## src/rtl/chunked_addsub.sv

```systemverilog
// chunked_addsub: multi-cycle two's-complement adder/subtractor.
// Sums CHUNK bits per clock, LSB slice first, over NCHUNK = WIDTH/CHUNK cycles.
// The final result and flags match a full-width combinational add: carry out of the
// MSB, signed overflow (carry into MSB ^ carry out of MSB), and zero.
// Operands arrive on an in_valid/in_ready handshake. Results leave on an
// out_valid/out_ready handshake.

module chunked_addsub #(
  parameter int unsigned WIDTH = 32,
  parameter int unsigned CHUNK = 8
) (
  input  logic             clk,
  input  logic             reset,
  input  logic             in_valid,
  output logic             in_ready,
  input  logic [WIDTH-1:0] a,
  input  logic [WIDTH-1:0] b,
  input  logic             subtract,
  output logic             out_valid,
  input  logic             out_ready,
  output logic [WIDTH-1:0] result,
  output logic             carryout,
  output logic             overflow,
  output logic             zero
);

  localparam int unsigned NCHUNK = WIDTH / CHUNK;
  localparam int unsigned KW     = (NCHUNK > 1) ? $clog2(NCHUNK) : 1;
  localparam logic [KW-1:0] KLAST = KW'(NCHUNK - 1);

  if ((WIDTH % CHUNK) != 0) begin : g_bad_chunk
    $error("chunked_addsub: WIDTH must be a multiple of CHUNK");
  end

  typedef enum logic [1:0] {StIdle, StRun, StDone} state_e;

  state_e           state_q, state_d;
  logic [WIDTH-1:0] a_q, a_d;
  logic [WIDTH-1:0] b_q, b_d;       // already inverted for subtract
  logic             carry_q, carry_d;
  logic [KW-1:0]    k_q, k_d;
  logic [WIDTH-1:0] result_q, result_d;
  logic             carryout_q, carryout_d;
  logic             overflow_q, overflow_d;
  logic             zero_q, zero_d;

  logic [CHUNK-1:0] a_slice, b_slice;
  logic [CHUNK:0]   sum_ext;
  logic [WIDTH-1:0] result_merged;
  logic             cin_msb;

  // Select slice k of both operands, add it with the running carry and merge the
  // sum into the result.
  always_comb begin
    a_slice       = '0;
    b_slice       = '0;
    result_merged = result_q;
    for (int i = 0; i < int'(NCHUNK); i++) begin
      if (k_q == KW'(i)) begin
        a_slice = a_q[i*CHUNK +: CHUNK];
        b_slice = b_q[i*CHUNK +: CHUNK];
      end
    end
    sum_ext = {1'b0, a_slice} + {1'b0, b_slice} + {{CHUNK{1'b0}}, carry_q};
    for (int i = 0; i < int'(NCHUNK); i++) begin
      if (k_q == KW'(i)) begin
        result_merged[i*CHUNK +: CHUNK] = sum_ext[CHUNK-1:0];
      end
    end
    // The carry into the top bit is recovered from that bit's sum and its operands.
    // This works for any CHUNK, including CHUNK == 1.
    cin_msb = sum_ext[CHUNK-1] ^ a_slice[CHUNK-1] ^ b_slice[CHUNK-1];
  end

  // Next-state logic and datapath update.
  always_comb begin
    state_d    = state_q;
    a_d        = a_q;
    b_d        = b_q;
    carry_d    = carry_q;
    k_d        = k_q;
    result_d   = result_q;
    carryout_d = carryout_q;
    overflow_d = overflow_q;
    zero_d     = zero_q;
    unique case (state_q)
      StIdle: begin
        if (in_valid) begin
          a_d     = a;
          b_d     = b ^ {WIDTH{subtract}};
          carry_d = subtract;
          k_d     = '0;
          state_d = StRun;
        end
      end
      StRun: begin
        result_d = result_merged;
        carry_d  = sum_ext[CHUNK];
        k_d      = k_q + KW'(1);
        if (k_q == KLAST) begin
          carryout_d = sum_ext[CHUNK];
          overflow_d = cin_msb ^ sum_ext[CHUNK];
          zero_d     = (result_merged == '0);
          k_d        = '0;
          state_d    = StDone;
        end
      end
      StDone: begin
        if (out_ready) begin
          state_d = StIdle;
        end
      end
      default: state_d = StIdle;
    endcase
  end

  // State and datapath registers. Reset discards any operation in flight.
  always_ff @(posedge clk) begin
    if (reset) begin
      state_q    <= StIdle;
      a_q        <= '0;
      b_q        <= '0;
      carry_q    <= 1'b0;
      k_q        <= '0;
      result_q   <= '0;
      carryout_q <= 1'b0;
      overflow_q <= 1'b0;
      zero_q     <= 1'b0;
    end else begin
      state_q    <= state_d;
      a_q        <= a_d;
      b_q        <= b_d;
      carry_q    <= carry_d;
      k_q        <= k_d;
      result_q   <= result_d;
      carryout_q <= carryout_d;
      overflow_q <= overflow_d;
      zero_q     <= zero_d;
    end
  end

  assign in_ready  = (state_q == StIdle);
  assign out_valid = (state_q == StDone);
  assign result    = result_q;
  assign carryout  = carryout_q;
  assign overflow  = overflow_q;
  assign zero      = zero_q;

endmodule

```

## config.mk

```make
export PLATFORM = sky130hd
export DESIGN_NAME = chunked_addsub
export DESIGN_NICKNAME = d
export VERILOG_FILES = /design/src/rtl/chunked_addsub.sv
export SDC_FILE = /design/constraint.sdc
export NUM_CORES = 1
export LEC_CHECK = 0
export CAP_MARGIN = 20
export CORE_MARGIN = 2
export CORE_UTILIZATION = 50
export CTS_BUF_LIST = sky130_fd_sc_hd__clkbuf_4
export DETAILED_ROUTE_END_ITERATION = 7
export DONT_BUFFER_PORTS = 1
export PLACE_DENSITY = 0.71
export SYNTH_ARGS = -nofsm -noshare
export SYNTH_HDL_FRONTEND = slang
export SYNTH_SLANG_ARGS = --single-unit
export TNS_END_PERCENT = 20
```

## constraint.sdc

```tcl
create_clock -name clk -period 5.74 [get_ports clk]
set_clock_uncertainty 0.15 [all_clocks]
set_input_delay 1.148 -clock clk [delete_from_list [all_inputs] [get_ports clk]]
set_output_delay 1.148 -clock clk [all_outputs]
set_load 0.01 [all_outputs]
```

==> results of run 1 <==
-- flip-flops by register name, summed over array words and instances, names as in the netlist --
signal / cells
a_q: 32
b_q: 32
result: 32
k_q: 2
state_q: 2
carry_q: 1
carryout: 1
overflow: 1
zero: 1
-- report_power, final --
| part | switching [W] | internal [W] |
|---|---|---|
| Sequential | 0.0000323 | 0.000766 |
| Clock | 0.000237 | 0.000224 |
| Combinational | 0.000175 | 0.000110 |
-- cell usage in the layout, fill, tap and decap left out, types with 7 or more instances in the layout --
master / n
a211oi_1: 46
a21oi_1: 95
clkbuf_4: 10
dfxtp_1: 104
ha_1: 11
inv_1: 9
nand2_1: 147
nor2_1: 78
nor3_1: 7
o21ai_0: 18
xnor2_1: 33
-- metal layers --
layer | up-vias | wire length (um) | share of wire | track usage
li1 | 2220 | - | - | -
met1 | 2003 | 5505 | 0.44 | 0.2817
met2 | 133 | 5960 | 0.48 | 0.3931
met3 | 14 | 816 | 0.065 | 0.05133
met4 | 0 | 195 | 0.016 | 0.07333
met5 | - | 0 | 0 | 0
-- worst max-delay path: cells and delay by family, from the launching register on --
family	cells	cell delay (ns)
adder cells (fa/ha/maj)	2	1.31
flip-flops	1	0.38
buffers and inverters	2	0.43
AND/OR/NAND/NOR	5	1.45
AO/OA/AOI/OAI	6	1.02
-- logic make-up (layout without fill, tap and decap cells) --
group | after synthesis | count (layout) | synth area share
XOR/XNOR | 36 | 36 | 0.06126
adder cells (fa/ha/maj) | 13 | 13 | 0.03452
flip-flops | 104 | 104 | 0.4045
multiplexers | 2 | 2 | 0.003889
AO/OA/AOI/OAI | 185 | 185 | 0.2190
AND/OR/NAND/NOR | 273 | 273 | 0.2273
buffers and inverters | 57 | 30 | 0.04959
-- final timing paths --
path | start | to | slack [ns] | depth (start not counted)
setup / recovery | k_q[1] | zero | 0.96 | 15
hold / removal | a_q[25] | a_q[25] | 0.32 | 2
setup reg to reg | k_q[1] | zero | 0.96 | 15
hold reg to reg | a_q[25] | a_q[25] | 0.32 | 2
-- per-stage QoR --
stage | utilization | total power [W] | hold WS, ns
4_1_cts | 0.5271 | 0.001552 | 0.3109
3_3_place_gp | 0.5065 | 0.001085 | 0.2906
3_5_place_dp | 0.5092 | 0.001096 | 0.2909
2_1_floorplan | - | 0.001038 | 0.2860
5_1_grt | 0.5271 | 0.001615 | 0.3301
6_report | 0.5271 | 0.001543 | 0.3165
-- final cells by class --
type / count / area [um2]
clock inverter: 5 / 106.4
inverter: 9 / 33.78
tap: 136 / 170.2
multi-input combinational: 509 / 2811
clock buffer: 10 / 75.07
fill: 961 / 4795
sequential: 104 / 2082
timing repair buffer: 6 / 65.06
==> results.toml, run 1 <==
[cts]
postCtsResizedCells = 0
clockRootBuffer = "clkbuf_4"
clock_latency_ns = 0.45
clkTransAtPathRegs_ns = 0.16
htreeDepth = 3
cts_buffer_depth = 2
cts.sinks = 104
cts_tree = "done"
cts_hold_buf = 0
cts_made_buffers = 9
cts_setup_buffers = 0

[timing]
finalHoldViolCount = 0
worstMarginPinSlew_ns = 0.9812
fmax_mhz = 209.2
setup_viol = 0
setup_ws_ns = 0.9599
period_share = 0.8328
timing.setup.tns_ns = 0
slew_violations = 0
period_needed_ns = 4.780
grt_setup_unrepaired = "no"
slew_headroom = 0.3458

[worst_setup_path]
crit_type = "reg -> reg"
crit_fanout = 24
cp-start-kind = "flip-flop"
worstPathCellList = "inv_1 -> ha_1 -> buf_4 -> nor2_1 -> a21oi_1 -> nor2_1 -> a21oi_1 -> o21ai_0 -> fa_1 -> nor2b_1 -> a22oi_1 -> or4_1 -> or4_1 -> a2111oi_2 -> o221a_2"
critPathRequiredTime_ns = 6.00
worstSetupEndpointType = "flip-flop"
cpPeakStageDelay_ns = 0.69
cp.arrival_ns = 5.04
slowest_stage = "ha_1"

[pwr]
leakage_nw = 1.938
p_per_area_nw_per_um2 = 288.7
vdd_ir_drop_max_mv = 0.1484

[synthesis]
ys_ff_latch = 104
ys_top_cells_by_area = "dfxtp_1 (40%), nand2_1 (11%), a21oi_1 (9.2%)"
synth_edf_count = 0
synth_area_um2 = 5147
seq_area_frac_synth = 0.4045
avgSynthCellArea_um2 = 7.683
synth.net_count = 752
synth_top_area_share = 0.4045
ys_warn_count = 0
netlist_instances = 670
synthFlopType = "dfxtp_1"
yosysTopAreaCell = "dfxtp_1"
yosysMostFrequentCell = "nand2_1"
ys_types = 48
ys_top_cells_by_count = "nand2_1 (147), dfxtp_1 (104), a21oi_1 (95)"
synth_async_sr_flop_share = 0

[layout]
diodes = 0
stdcell_count = 779
drive_gt1_frac = 0.04355
design_area_um2 = 5344
area_growth_pct = 3.816
fin_nets = 721

[routing]
drtIter0Drc = 231
ant_nets = 0
first_pass_iters = 4
wire_per_inst_um = 16.02
viasPerCell = 5.610
routed_wl_mm = 12.48
vias = 4370
drc_errors = 0

[die]
core_um2 = 10140
initial_core_util = 0.5077
core.rowCount = 37
dieArea_um2 = 11120
io_pins = 106
die_h_um = 105.5
fp.dieW_um = 105.5

[placement]
place_area_um2 = 5162
place_ws_ns = 1.067
gp_congestion = 0.9030
dpl.cell_count = 764
dpl.hpwl_mm = 9.097
port_buffers = 0

[outcome]
status = "completed"

[global_route]
grt_antenna_before_repair = 0
grt_pass1_vias = 4161
grt_util_all_layers = 0.2282
grt_overflow_total = 0
grt_pass1_wl_mm = 20.30
grt_max_degree = 107

[job]
maxCapViolations = 0

[min_path]
min_path_type = "reg -> reg"
(Power assumes the default switching activity.)
==> inputs of run 2 (changes only) <==
==> constraint.sdc (replaced) <==
create_clock -name clk -period 4.5 [get_ports clk]
set_clock_uncertainty 0.15 [all_clocks]
set_input_delay 0.9 -clock clk [delete_from_list [all_inputs] [get_ports clk]]
set_output_delay 0.9 -clock clk [all_outputs]
set_load 0.01 [all_outputs]
==> results.toml, run 2 (synthesis results as in run 1) <==
[global_route]
grt_use_met1 = 0.2913
grt_pass1_vias = 4139
grt_antenna_before_repair = 0
top_usage_layer = "met2"
use_met3 = 0.05504
grtUsageMet2 = 0.3645
grt_util_all_layers = 0.2258
grt_overflow_total = 0
grt_max_degree = 107
grt_pass1_wl_mm = 20.04

[timing]
period_needed_ns = 4.157
timing.setup.tns_ns = 0
setup_ws_ns = 0.3426
slew_violations = 0
grt_setup_unrepaired = "no"
worstMarginPinSlew_ns = 0.7193
period_share = 0.9239
finalHoldViolCount = 0
fmax_mhz = 240.5
setup_viol = 0
whs_ns = 0.3198
slew_headroom = 0.5171

[die]
io_pins = 106
die_h_um = 105.5
initial_core_util = 0.5077
dieArea_um2 = 11120
core_um2 = 10140
core.rowCount = 37
fp.dieW_um = 105.5

[layout]
diodes = 0
final_util = 0.5263
mostFrequentLayoutCells = "nand2_1 (147), dfxtp_1 (103), a21oi_1 (95)"
area_growth_pct = 3.670
fin_nets = 730
layout_commonest_cell = "nand2_1"
num-fill-cells = 1037
drive_gt1_frac = 0.06126

[cts]
cts_made_buffers = 9
clkTransAtPathRegs_ns = 0.16
cts_buffer_depth = 2
cts_tree = "done"
htreeDepth = 3
clockRootBuffer = "clkbuf_4"
cts.sinks = 104
clock_latency_ns = 0.45

[placement]
gp_congestion = 0.8467
port_buffers = 0
dpl.hpwl_mm = 9.009
place_ws_ns = 0.2667

[worst_setup_path]
timing.rr.start = "k_q[0]"
crit_fanout = 5
critPathCapture = "zero"
critPathRequiredTime_ns = 4.77
cp-start-kind = "flip-flop"
reg2reg_depth = 16
rr_endpoint = "zero"
crit_type = "reg -> reg"
worstSetupEndpointType = "flip-flop"
rrSetupSlack_ns = 0.34
cp.arrival_ns = 4.43
cp-startpoint = "k_q[0]"

[pwr]
vdd_ir_drop_max_mv = 0.1851
clockPowerShare = 0.239
p_int_w = 0.001249
comb_power_share = 0.206
leakage_nw = 1.937
p_per_area_nw_per_um2 = 342.9
switchingPower_w = 0.0005811
power_frac_seq = 0.555
switching_share = 0.3176

[routing]
first_pass_iters = 8
wire_per_inst_um = 15.60
vias = 4445
drtIter0Drc = 206
viasPerCell = 5.634
drc_errors = 0
routed_wl_mm = 12.31
ant_nets = 0

[outcome]
status = "completed"

[min_path]
min_path_type = "reg -> reg"

[job]
maxCapViolations = 0
run 2: changes by cell type in the layout (fill, tap and decap cells not counted), sizes merged:
cell	before	now
clkinvlp	1	4
buf	6	15
bufinv	3	0
inv	9	10
run 2: power groups by stage:
| stage | Combinational [W] | Clock [W] | Sequential [W] |
|---|---|---|---|
| floorplan | 0.000301 | 0 | 0.00102 |
| global placement | 0.000361 | 0 | 0.00104 |
| detailed placement | 0.000370 | 0 | 0.00104 |
| CTS | 0.000373 | 0.000450 | 0.00102 |
| global route | 0.000423 | 0.000485 | 0.00102 |
| finish | 0.000376 | 0.000437 | 0.00102 |
run 2: per-stage QoR:
step           instance area (um2)  total power [W]  std cells
5_1_grt                       5336         0.001931        789
6_report                      5336         0.001830        789
3_3_place_gp                  5210         0.001397        773
4_1_cts                       5330         0.001839        789
3_5_place_dp                  5210         0.001408        773
2_1_floorplan                 5147         0.001324        670
run 2: worst max-delay path: stages (launching register included):
cell       delay (ns)
dfxtp_1          0.38
inv_1            0.09
ha_1             0.24
nand2_1          0.07
nor2_1           0.08
a21oi_1          0.05
o21ai_0          0.15
mux2i_1          0.11
fa_1             0.43
inv_1            0.09
fa_2             0.50
nor2b_2          0.19
a22oi_1          0.11
or4_1            0.50
or4_1            0.54
a2111oi_2        0.21
o221a_2          0.23
run 2: how the worst min path moves through the flow:
stage | end | slack, ns | cells after the start | start
3_3_place_gp | a_q[21] | 0.29 | 2 | a_q[21]
5_1_grt | result[12] | 0.30 | 1 | reset
6_report | a_q[20] | 0.32 | 2 | a_q[20]
2_1_floorplan | a_q[24] | 0.29 | 2 | a_q[24]
4_1_cts | result[3] | 0.31 | 1 | reset
3_5_place_dp | a_q[15] | 0.29 | 2 | a_q[15]
run 2: layout make-up:
class | count | area (um2) | area share
clock buffer | 10 | 75.07 | 0.01407
tap | 136 | 170.2 | 0.03189
timing repair buffer | 15 | 112.6 | 0.02110
clock inverter | 6 | 45.04 | 0.008441
multi-input combinational | 509 | 2816 | 0.5278
inverter | 9 | 33.78 | 0.006331
sequential | 104 | 2083 | 0.3904
run 2: timing repair:
item | in CTS | in global routing
setup buffers | 0 | 0
resized for setup | 0 | 4
hold buffers | 0 | 0
endpoints found under the setup margin | 0 | 1
run 2: per-layer routing:
metal,share of wire,up-vias
met5,0,-
met4,0.023,0
met3,0.067,23
met2,0.47,132
met1,0.44,2040
li1,-,2250
